**src/rtl/regfile_writeback_arbiter.sv**
```systemverilog
// regfile_writeback_arbiter
// Write-side master for the 32x32 RV32I register file. Merges the single-cycle
// ALU result stream and the variable-latency load-return stream onto the one
// write port (Rd / Write_data / RegWrite). Load returns wait in a small FIFO and
// drain in idle ALU slots; a starvation counter forces a drain slot by stalling
// the ALU for one cycle. A scoreboard query reports registers with a pending
// (FIFO) or in-flight (output register) write so decode can avoid hazards.
//
// Optional feature macro: WB_FWD_EN
//   When defined, adds fwd_hit1/fwd_hit2 and fwd_data1/fwd_data2 so decode can
//   bypass the register file's read-before-write window on the in-flight write.
//   When undefined, those ports and their logic are absent.
module regfile_writeback_arbiter #(
    parameter int DEPTH      = 4,   // load-return FIFO entries, power of 2, >= 2
    parameter int STARVE_MAX = 8    // non-draining cycles tolerated before alu_stall
) (
    input  logic        clk,
    input  logic        reset,
    // ALU result stream
    input  logic        alu_valid,
    input  logic [4:0]  alu_rd,
    input  logic [31:0] alu_data,
    output logic        alu_stall,
    // load-return stream
    input  logic        ld_valid,
    output logic        ld_ready,
    input  logic [4:0]  ld_rd,
    input  logic [31:0] ld_data,
    // register file write port
    output logic [4:0]  Rd,
    output logic [31:0] Write_data,
    output logic        RegWrite,
    // scoreboard query
    input  logic [4:0]  chk_rs1,
    input  logic [4:0]  chk_rs2,
    output logic        chk_busy1,
    output logic        chk_busy2
`ifdef WB_FWD_EN
    ,
    output logic        fwd_hit1,
    output logic        fwd_hit2,
    output logic [31:0] fwd_data1,
    output logic [31:0] fwd_data2
`endif
);

    localparam int AW = $clog2(DEPTH);
    localparam int SW = $clog2(STARVE_MAX) + 1;
    localparam logic [SW-1:0] STARVE_LIMIT = SW'(STARVE_MAX - 1);

    // FIFO state: pointers carry one extra bit to tell full from empty
    logic [AW:0]    r_wr_ptr;
    logic [AW:0]    r_rd_ptr;
    logic [4:0]     r_fifo_rd   [DEPTH];
    logic [31:0]    r_fifo_data [DEPTH];

    // starvation tracking and registered stall
    logic [SW-1:0]  r_starve;
    logic           r_stall;

    // write-port output registers
    logic           r_we;
    logic [4:0]     r_rd;
    logic [31:0]    r_wdata;

    // combinational control
    logic [AW:0]    w_count;
    logic           w_empty;
    logic           w_full;
    logic           w_ld_ready;
    logic           w_push;
    logic           w_grant_alu;
    logic           w_pop;
    logic [SW-1:0]  w_starve_nxt;
    logic [AW-1:0]  w_head_idx;
    logic [AW-1:0]  w_tail_idx;
    logic [AW-1:0]  w_scan_idx;
    logic           w_busy1;
    logic           w_busy2;

    assign w_count    = r_wr_ptr - r_rd_ptr;
    assign w_empty    = (r_wr_ptr == r_rd_ptr);
    assign w_full     = (r_wr_ptr[AW] != r_rd_ptr[AW]) &&
                        (r_wr_ptr[AW-1:0] == r_rd_ptr[AW-1:0]);
    assign w_head_idx = r_rd_ptr[AW-1:0];
    assign w_tail_idx = r_wr_ptr[AW-1:0];

    // ready depends only on registered occupancy; a same-cycle pop gives no credit
    assign w_ld_ready = ~w_full & ~reset;

    // x0 loads complete the handshake but are never stored
    assign w_push     = ld_valid & w_ld_ready & (ld_rd != 5'd0);

    // ALU wins the slot unless stalled or writing x0; otherwise the FIFO head drains
    assign w_grant_alu = ~r_stall & alu_valid & (alu_rd != 5'd0);
    assign w_pop       = ~w_grant_alu & ~w_empty;

    // counter tracks consecutive cycles with waiting loads that did not drain
    assign w_starve_nxt = (w_empty || w_pop) ? '0 : (r_starve + 1'b1);

    // --- stage boundary: arbitration -> registered write port ---

    // FIFO pointers, starvation counter, stall and write-port registers
    always_ff @(posedge clk) begin
        if (reset) begin
            r_wr_ptr <= '0;
            r_rd_ptr <= '0;
            r_starve <= '0;
            r_stall  <= 1'b0;
            r_we     <= 1'b0;
            r_rd     <= 5'd0;
            r_wdata  <= 32'd0;
        end else begin
            if (w_push) begin
                r_wr_ptr <= r_wr_ptr + 1'b1;
            end
            if (w_pop) begin
                r_rd_ptr <= r_rd_ptr + 1'b1;
            end
            r_starve <= w_starve_nxt;
            // the stalled cycle is the one in which the counter sits at its limit
            r_stall  <= ~w_empty && (w_starve_nxt == STARVE_LIMIT);
            if (w_grant_alu) begin
                r_we    <= 1'b1;
                r_rd    <= alu_rd;
                r_wdata <= alu_data;
            end else if (w_pop) begin
                r_we    <= 1'b1;
                r_rd    <= r_fifo_rd[w_head_idx];
                r_wdata <= r_fifo_data[w_head_idx];
            end else begin
                r_we    <= 1'b0;
            end
        end
    end

    // FIFO payload storage; validity is defined by the pointers alone
    always_ff @(posedge clk) begin
        if (w_push) begin
            r_fifo_rd[w_tail_idx]   <= ld_rd;
            r_fifo_data[w_tail_idx] <= ld_data;
        end
    end

    // scoreboard: scan only the occupied FIFO slots plus the in-flight write
    always_comb begin
        w_busy1    = 1'b0;
        w_busy2    = 1'b0;
        w_scan_idx = w_head_idx;
        for (int k = 0; k < DEPTH; k++) begin
            w_scan_idx = w_head_idx + AW'(k);
            if ((AW+1)'(k) < w_count) begin
                if (r_fifo_rd[w_scan_idx] == chk_rs1) begin
                    w_busy1 = 1'b1;
                end
                if (r_fifo_rd[w_scan_idx] == chk_rs2) begin
                    w_busy2 = 1'b1;
                end
            end
        end
        if (r_we && (r_rd == chk_rs1)) begin
            w_busy1 = 1'b1;
        end
        if (r_we && (r_rd == chk_rs2)) begin
            w_busy2 = 1'b1;
        end
        // x0 is never a hazard
        if (chk_rs1 == 5'd0) begin
            w_busy1 = 1'b0;
        end
        if (chk_rs2 == 5'd0) begin
            w_busy2 = 1'b0;
        end
    end

    assign ld_ready   = w_ld_ready;
    assign alu_stall  = r_stall;
    assign RegWrite   = r_we;
    assign Rd         = r_rd;
    assign Write_data = r_wdata;
    assign chk_busy1  = w_busy1;
    assign chk_busy2  = w_busy2;

`ifdef WB_FWD_EN
    // bypass the value being written this cycle to a matching decode read
    assign fwd_hit1  = r_we & (r_rd != 5'd0) & (r_rd == chk_rs1);
    assign fwd_hit2  = r_we & (r_rd != 5'd0) & (r_rd == chk_rs2);
    assign fwd_data1 = fwd_hit1 ? r_wdata : 32'd0;
    assign fwd_data2 = fwd_hit2 ? r_wdata : 32'd0;
`endif

endmodule
```
**config.mk**
```make
export PLATFORM = sky130hd
export DESIGN_NAME = regfile_writeback_arbiter
export DESIGN_NICKNAME = d
export VERILOG_FILES = /design/src/rtl/regfile_writeback_arbiter.sv
export SDC_FILE = /design/constraint.sdc
export NUM_CORES = 1
export LEC_CHECK = 0
export ABC_AREA = 1
export CORE_MARGIN = 2
export CORE_UTILIZATION = 55
export CTS_CLUSTER_SIZE = 20
export DETAILED_ROUTE_END_ITERATION = 12
export HOLD_SLACK_MARGIN = 0.1
export PLACE_DENSITY = 0.89
export SLEW_MARGIN = 20
export SYNTH_ARGS = -nofsm -noshare
export SYNTH_HDL_FRONTEND = slang
export SYNTH_SLANG_ARGS = --single-unit
```
**constraint.sdc**
```tcl
create_clock -name clk -period 3.85 [get_ports clk]
set_input_delay 0.385 -clock clk [delete_from_list [all_inputs] [get_ports clk]]
set_output_delay 0.385 -clock clk [all_outputs]
set_load 0.01 [all_outputs]
```
==> report_table.html <==
<table>
<tr><th>Metric</th><th>Value</th></tr>
<tr><th colspan="2">Clock tree</th></tr>
<tr><td>Hold-fix buffers, CTS</td><td>0</td></tr>
<tr><td>Clock edge transition at the registers on the reported setup and hold paths</td><td>about 0.070 ns</td></tr>
<tr><td>Buffer levels on the longest clock path</td><td>2</td></tr>
<tr><td>Number of H-tree branching levels</td><td>4</td></tr>
<tr><td>Clock Tree Root</td><td>sky130_fd_sc_hd__clkbuf_16</td></tr>
<tr><td>CTS Buf Count</td><td>17</td></tr>
<tr><td>CTS sink count</td><td>about 200</td></tr>
<tr><td># resized after CTS</td><td>0</td></tr>
<tr><td>Clock latency on the worst-skew pair</td><td>around 0.44 ns</td></tr>
<tr><td>Setup Fix Bufs, Post-CTS</td><td>0</td></tr>
<tr><td>Clock tree from TritonCTS</td><td>built</td></tr>
<tr><th colspan="2">Pwr</th></tr>
<tr><td>Share of power burned in the clock network</td><td>30.1%</td></tr>
<tr><td>Switching portion of total power</td><td>approximately 32%</td></tr>
<tr><td>Total leakage power</td><td>slightly above 4 nW</td></tr>
<tr><td>Pwr Density</td><td>533 nW/um^2</td></tr>
<tr><td>Combinational cell fraction of total power</td><td>between 20 and 30%</td></tr>
<tr><td>Register share of total power</td><td>a little over two fifths</td></tr>
<tr><td>Net load switching power</td><td>around 1.9 mW</td></tr>
<tr><td>Internal cell power</td><td>around 4.0 mW</td></tr>
<tr><td>VDD IR max</td><td>approximately 0.00036 V</td></tr>
<tr><th colspan="2">Global route</th></tr>
<tr><td>Pin count of the biggest net entering global routing</td><td>55</td></tr>
<tr><td>Total congestion overflow</td><td>0</td></tr>
<tr><td>Antenna violations before repair</td><td>0</td></tr>
<tr><td>Via count of the first global-routing pass</td><td>7271</td></tr>
<tr><td>Wire length of the first global-routing pass</td><td>roughly 39000 um</td></tr>
<tr><td>Global-route total usage across every layer</td><td>between 20% and 30%</td></tr>
<tr><th colspan="2">Timing</th></tr>
<tr><td>Unrepaired setup endpoints after global routing</td><td>false</td></tr>
<tr><td>Worst slew margin relative to its limit</td><td>36.5%</td></tr>
<tr><td>Clock period minus worst slack</td><td>roughly 3.5 ns</td></tr>
<tr><td>Final hold viol count</td><td>0</td></tr>
<tr><td>Layout Skew</td><td>around 0.015 ns</td></tr>
<tr><td>Setup total negative slack</td><td>0 ns</td></tr>
<tr><td>Worst setup slack after layout</td><td>between 0.3 and 0.4 ns</td></tr>
<tr><td>Number of endpoints failing setup at the final stage</td><td>0</td></tr>
<tr><td>Slew Limit Fails</td><td>0</td></tr>
<tr><td>Crit share post-route</td><td>around nine tenths</td></tr>
<tr><td>Transition time at the pin with the least slew margin</td><td>roughly 0.95 ns</td></tr>
<tr><td>Maximum operating frequency</td><td>289 MHz</td></tr>
<tr><th colspan="2">Yosys</th></tr>
<tr><td>Number of nets in the synthesized netlist</td><td>slightly above 1000</td></tr>
<tr><td>Synth top area share</td><td>between 40% and 50%</td></tr>
<tr><td>Average cell area after synthesis</td><td>slightly below 10 sq um</td></tr>
<tr><td>Unique cell type count in the Yosys netlist</td><td>33</td></tr>
<tr><td>Cell count after synthesis</td><td>939</td></tr>
<tr><td>Warnings from Yosys</td><td>0</td></tr>
<tr><td>Library cell occupying the most area in the post-synthesis netlist</td><td>sky130_fd_sc_hd__edfxtp_1</td></tr>
<tr><td>Sequential-to-total area share from yosys stat</td><td>roughly three fifths</td></tr>
<tr><td>Ranking of synthesized cells by area</td><td>sky130_fd_sc_hd__edfxtp_1 49%, sky130_fd_sc_hd__dfxtp_1 11%, sky130_fd_sc_hd__nand2_1 6.9%</td></tr>
<tr><td>Area of the mapped netlist</td><td>9080 sq um</td></tr>
<tr><td>Register bit count reported by yosys</td><td>199</td></tr>
<tr><th colspan="2">Route</th></tr>
<tr><td>Total length of routed wires</td><td>around 25000 um</td></tr>
<tr><td>Drt first pass iters</td><td>6</td></tr>
<tr><td>DRC violation count after routing</td><td>0</td></tr>
<tr><td>Count of routing violations after the opening detailed-route iteration</td><td>878</td></tr>
<tr><td>Count of nets left with antenna violations after detail routing</td><td>0</td></tr>
<tr><td>Routed wire length per instance</td><td>between 15 and 20 um</td></tr>
<tr><td>Number of vias per cell</td><td>~6.0</td></tr>
<tr><td>Total number of vias</td><td>approximately 7600</td></tr>
<tr><th colspan="2">Job</th></tr>
<tr><td>Maxcap violations</td><td>0</td></tr>
<tr><th colspan="2">Setup path</th></tr>
<tr><td>Critical path data arrival time</td><td>3.08 ns</td></tr>
<tr><td>Minimum setup slack among reg-to-reg paths</td><td>roughly 0.98 ns</td></tr>
<tr><td>Length in cells of the worst reg-to-reg path</td><td>6</td></tr>
<tr><td>Reg2Reg Capture Point</td><td>r_fifo_data[2][10]$_DFFE_PP_</td></tr>
<tr><td>Last element of the critical path</td><td>chk_busy1</td></tr>
<tr><td>Category of the worst setup path capture point</td><td>primary output</td></tr>
<tr><td>CP Launch Type</td><td>register</td></tr>
<tr><td>Worst reg2reg path startpoint</td><td>r_rd_ptr[1]$_SDFFE_PP0P_</td></tr>
<tr><td>Critical path data required time</td><td>3.46 ns</td></tr>
<tr><td>Worst Path Max Fanout</td><td>34</td></tr>
<tr><td>Category of the critical setup timing path</td><td>register to primary output</td></tr>
<tr><th colspan="2">Die</th></tr>
<tr><td>CORE AREA</td><td>between 15000 and 20000 sq um</td></tr>
<tr><td>Die height</td><td>roughly 130 um</td></tr>
<tr><td>Die width</td><td>between 100 and 150 um</td></tr>
<tr><td>Area of the die</td><td>approximately 18000 sq um</td></tr>
<tr><td>Initial core utilization</td><td>56.8%</td></tr>
<tr><td>Number of placed I/O pins</td><td>130</td></tr>
<tr><td># rows</td><td>46</td></tr>
<tr><th colspan="2">Min path</th></tr>
<tr><td>Path class of the lowest-slack min-delay path</td><td>register to register</td></tr>
<tr><th colspan="2">Cells and area</th></tr>
<tr><td>Total Nets Final</td><td>around 1100</td></tr>
<tr><td>Area delta synth-&gt;final</td><td>21.8%</td></tr>
<tr><td>Count of filler cells inserted in the layout</td><td>between 1000 and 1500</td></tr>
<tr><td># diodes</td><td>0</td></tr>
<tr><td>Commonest non-fill, non-tap cell in the layout</td><td>sky130_fd_sc_hd__nand2_1</td></tr>
<tr><td>Share of post-route cells with drive strength above 1</td><td>7.16%</td></tr>
<tr><td>Most used cells in the layout excluding fill and tap cells</td><td>166 x sky130_fd_sc_hd__nand2_1, 148 x sky130_fd_sc_hd__edfxtp_1, 130 x sky130_fd_sc_hd__nor2_1, 129 x sky130_fd_sc_hd__clkdlybuf4s50_1, 103 x sky130_fd_sc_hd__nand3_1</td></tr>
<tr><th colspan="2">Place</th></tr>
<tr><td>Port bufs</td><td>~130</td></tr>
<tr><td>Worst setup timing slack at the placement stage</td><td>about 0.88 ns</td></tr>
<tr><td>Final weighted congestion in routability-driven placement</td><td>0.981</td></tr>
<tr><td>Hpwl dp</td><td>approximately 16000 um</td></tr>
<tr><th colspan="2">Status</th></tr>
<tr><td>Result of the run</td><td>finished clean</td></tr>
</table>
-- area by class of cell --
| class | count | area [sq um] | share of cell area, % |
|---|---|---|---|
| Multi-Input combinational cell | 644 | 3180 | 28.7 |
| Clock inverter | 15 | 170 | 1.54 |
| Tap cell | 216 | 270 | 2.44 |
| Timing Repair Buffer | 140 | 1390 | 12.5 |
| Clock buffer | 17 | 425 | 3.84 |
| Sequential cell | 199 | 5470 | 49.4 |
| Inverter | 46 | 173 | 1.56 |
-- metal layers --
metal	track usage, %	routed length [um]
met4	10.2	489
met2	48.4	12700
met3	5.52	1970
met1	36.4	10000
met5	0	0
-- power by group through the flow --
stage | logic, mW | registers, mW | clock network (mW)
after global routing | 1.74 | 2.55 | 1.87
after CTS | 1.57 | 2.53 | 1.79
after detailed placement | 1.54 | 2.57 | 0
after floorplan | 0.992 | 2.58 | 0
after global placement | 1.51 | 2.57 | 0
final | 1.59 | 2.53 | 1.78
-- synth_stat cells --
master	instances
sky130_fd_sc_hd__buf_4	8
sky130_fd_sc_hd__nor3b_1	1
sky130_fd_sc_hd__o21ai_0	100
sky130_fd_sc_hd__o22ai_1	29
sky130_fd_sc_hd__buf_6	8
sky130_fd_sc_hd__buf_2	15
sky130_fd_sc_hd__nand2_2	7
sky130_fd_sc_hd__nor2_2	2
sky130_fd_sc_hd__nand3_2	5
sky130_fd_sc_hd__inv_1	39
sky130_fd_sc_hd__o31ai_2	6
sky130_fd_sc_hd__o21ai_1	23
sky130_fd_sc_hd__inv_2	6
sky130_fd_sc_hd__a41oi_2	1
sky130_fd_sc_hd__clkinv_1	1
sky130_fd_sc_hd__nand3_1	103
sky130_fd_sc_hd__a21oi_1	22
sky130_fd_sc_hd__dfxtp_1	51
sky130_fd_sc_hd__nor2_1	133
sky130_fd_sc_hd__clkbuf_1	19
sky130_fd_sc_hd__xor2_1	6
sky130_fd_sc_hd__o221ai_1	10
sky130_fd_sc_hd__or2_2	1
sky130_fd_sc_hd__edfxtp_1	148
sky130_fd_sc_hd__nand2_4	1
sky130_fd_sc_hd__nand4_1	2
sky130_fd_sc_hd__nor3_1	8
sky130_fd_sc_hd__xnor2_1	3
sky130_fd_sc_hd__nand2_1	166
sky130_fd_sc_hd__ha_1	8
sky130_fd_sc_hd__fa_1	1
sky130_fd_sc_hd__and3_1	1
sky130_fd_sc_hd__o31ai_1	5
-- worst max-delay path, cell delays in order (launching register included) --
cell                              delay (ns)
sky130_fd_sc_hd__dfxtp_2                0.77
sky130_fd_sc_hd__inv_2                  0.36
sky130_fd_sc_hd__nand2_1                0.15
sky130_fd_sc_hd__nand3_1                0.18
sky130_fd_sc_hd__nand2_1                0.19
sky130_fd_sc_hd__nand2_1                0.07
sky130_fd_sc_hd__nand2_1                0.08
sky130_fd_sc_hd__nor2_1                 0.05
sky130_fd_sc_hd__nand3_1                0.08
sky130_fd_sc_hd__nand3_1                0.08
sky130_fd_sc_hd__nor2_1                 0.11
sky130_fd_sc_hd__nor2_1                 0.05
sky130_fd_sc_hd__clkdlybuf4s50_1        0.48
-- sequential cells by signal, indices dropped and copies added (netlist names), named ones only --
signal,count
Rd,5
RegWrite,1
Write_data,32
alu_stall,1
r_fifo_data,128
r_fifo_rd,20
r_rd_ptr,3
r_starve,4
r_wr_ptr,3
-- worst min-delay path by stage --
stage,end,slack [ns],cells past startpoint,startpoint
floorplan,r_starve[0]$_SDFF_PP0_,0.43,1,r_starve[0]$_SDFF_PP0_
global placement,r_starve[0]$_SDFF_PP0_,0.45,1,r_starve[0]$_SDFF_PP0_
detailed placement,r_starve[0]$_SDFF_PP0_,0.46,1,r_starve[0]$_SDFF_PP0_
CTS,r_starve[0]$_SDFF_PP0_,0.47,1,r_starve[0]$_SDFF_PP0_
global route,r_starve[0]$_SDFF_PP0_,0.49,1,r_starve[0]$_SDFF_PP0_
finish,r_starve[0]$_SDFF_PP0_,0.47,1,r_starve[0]$_SDFF_PP0_
-- cells by family (layout without fill, tap and decap cells) --
logic type | Yosys count | count (layout) | share of synthesized area [%]
compound gates | 196 | 196 | 12.4
fa+ha+maj | 9 | 9 | 1.32
xor+xnor | 9 | 9 | 0.868
buf+inv | 96 | 218 | 5.16
simple gates | 430 | 430 | 20.1
flops | 199 | 199 | 60.2
-- stage by stage --
stage | instances | area, sq um | power [mW] | utilization (%) | hold WS (ns)
floorplan | 939 | 9080 | 3.57 | - | 0.431
global placement | 1245 | 10500 | 4.08 | 65.5 | 0.450
detailed placement | 1245 | 10500 | 4.12 | 65.5 | 0.463
CTS | 1277 | 11100 | 5.89 | 69.2 | 0.473
global route | 1277 | 11100 | 6.16 | 69.2 | 0.489
finish | 1277 | 11100 | 5.90 | 69.2 | 0.475
Note: power is estimated with default switching activity, not from simulation.
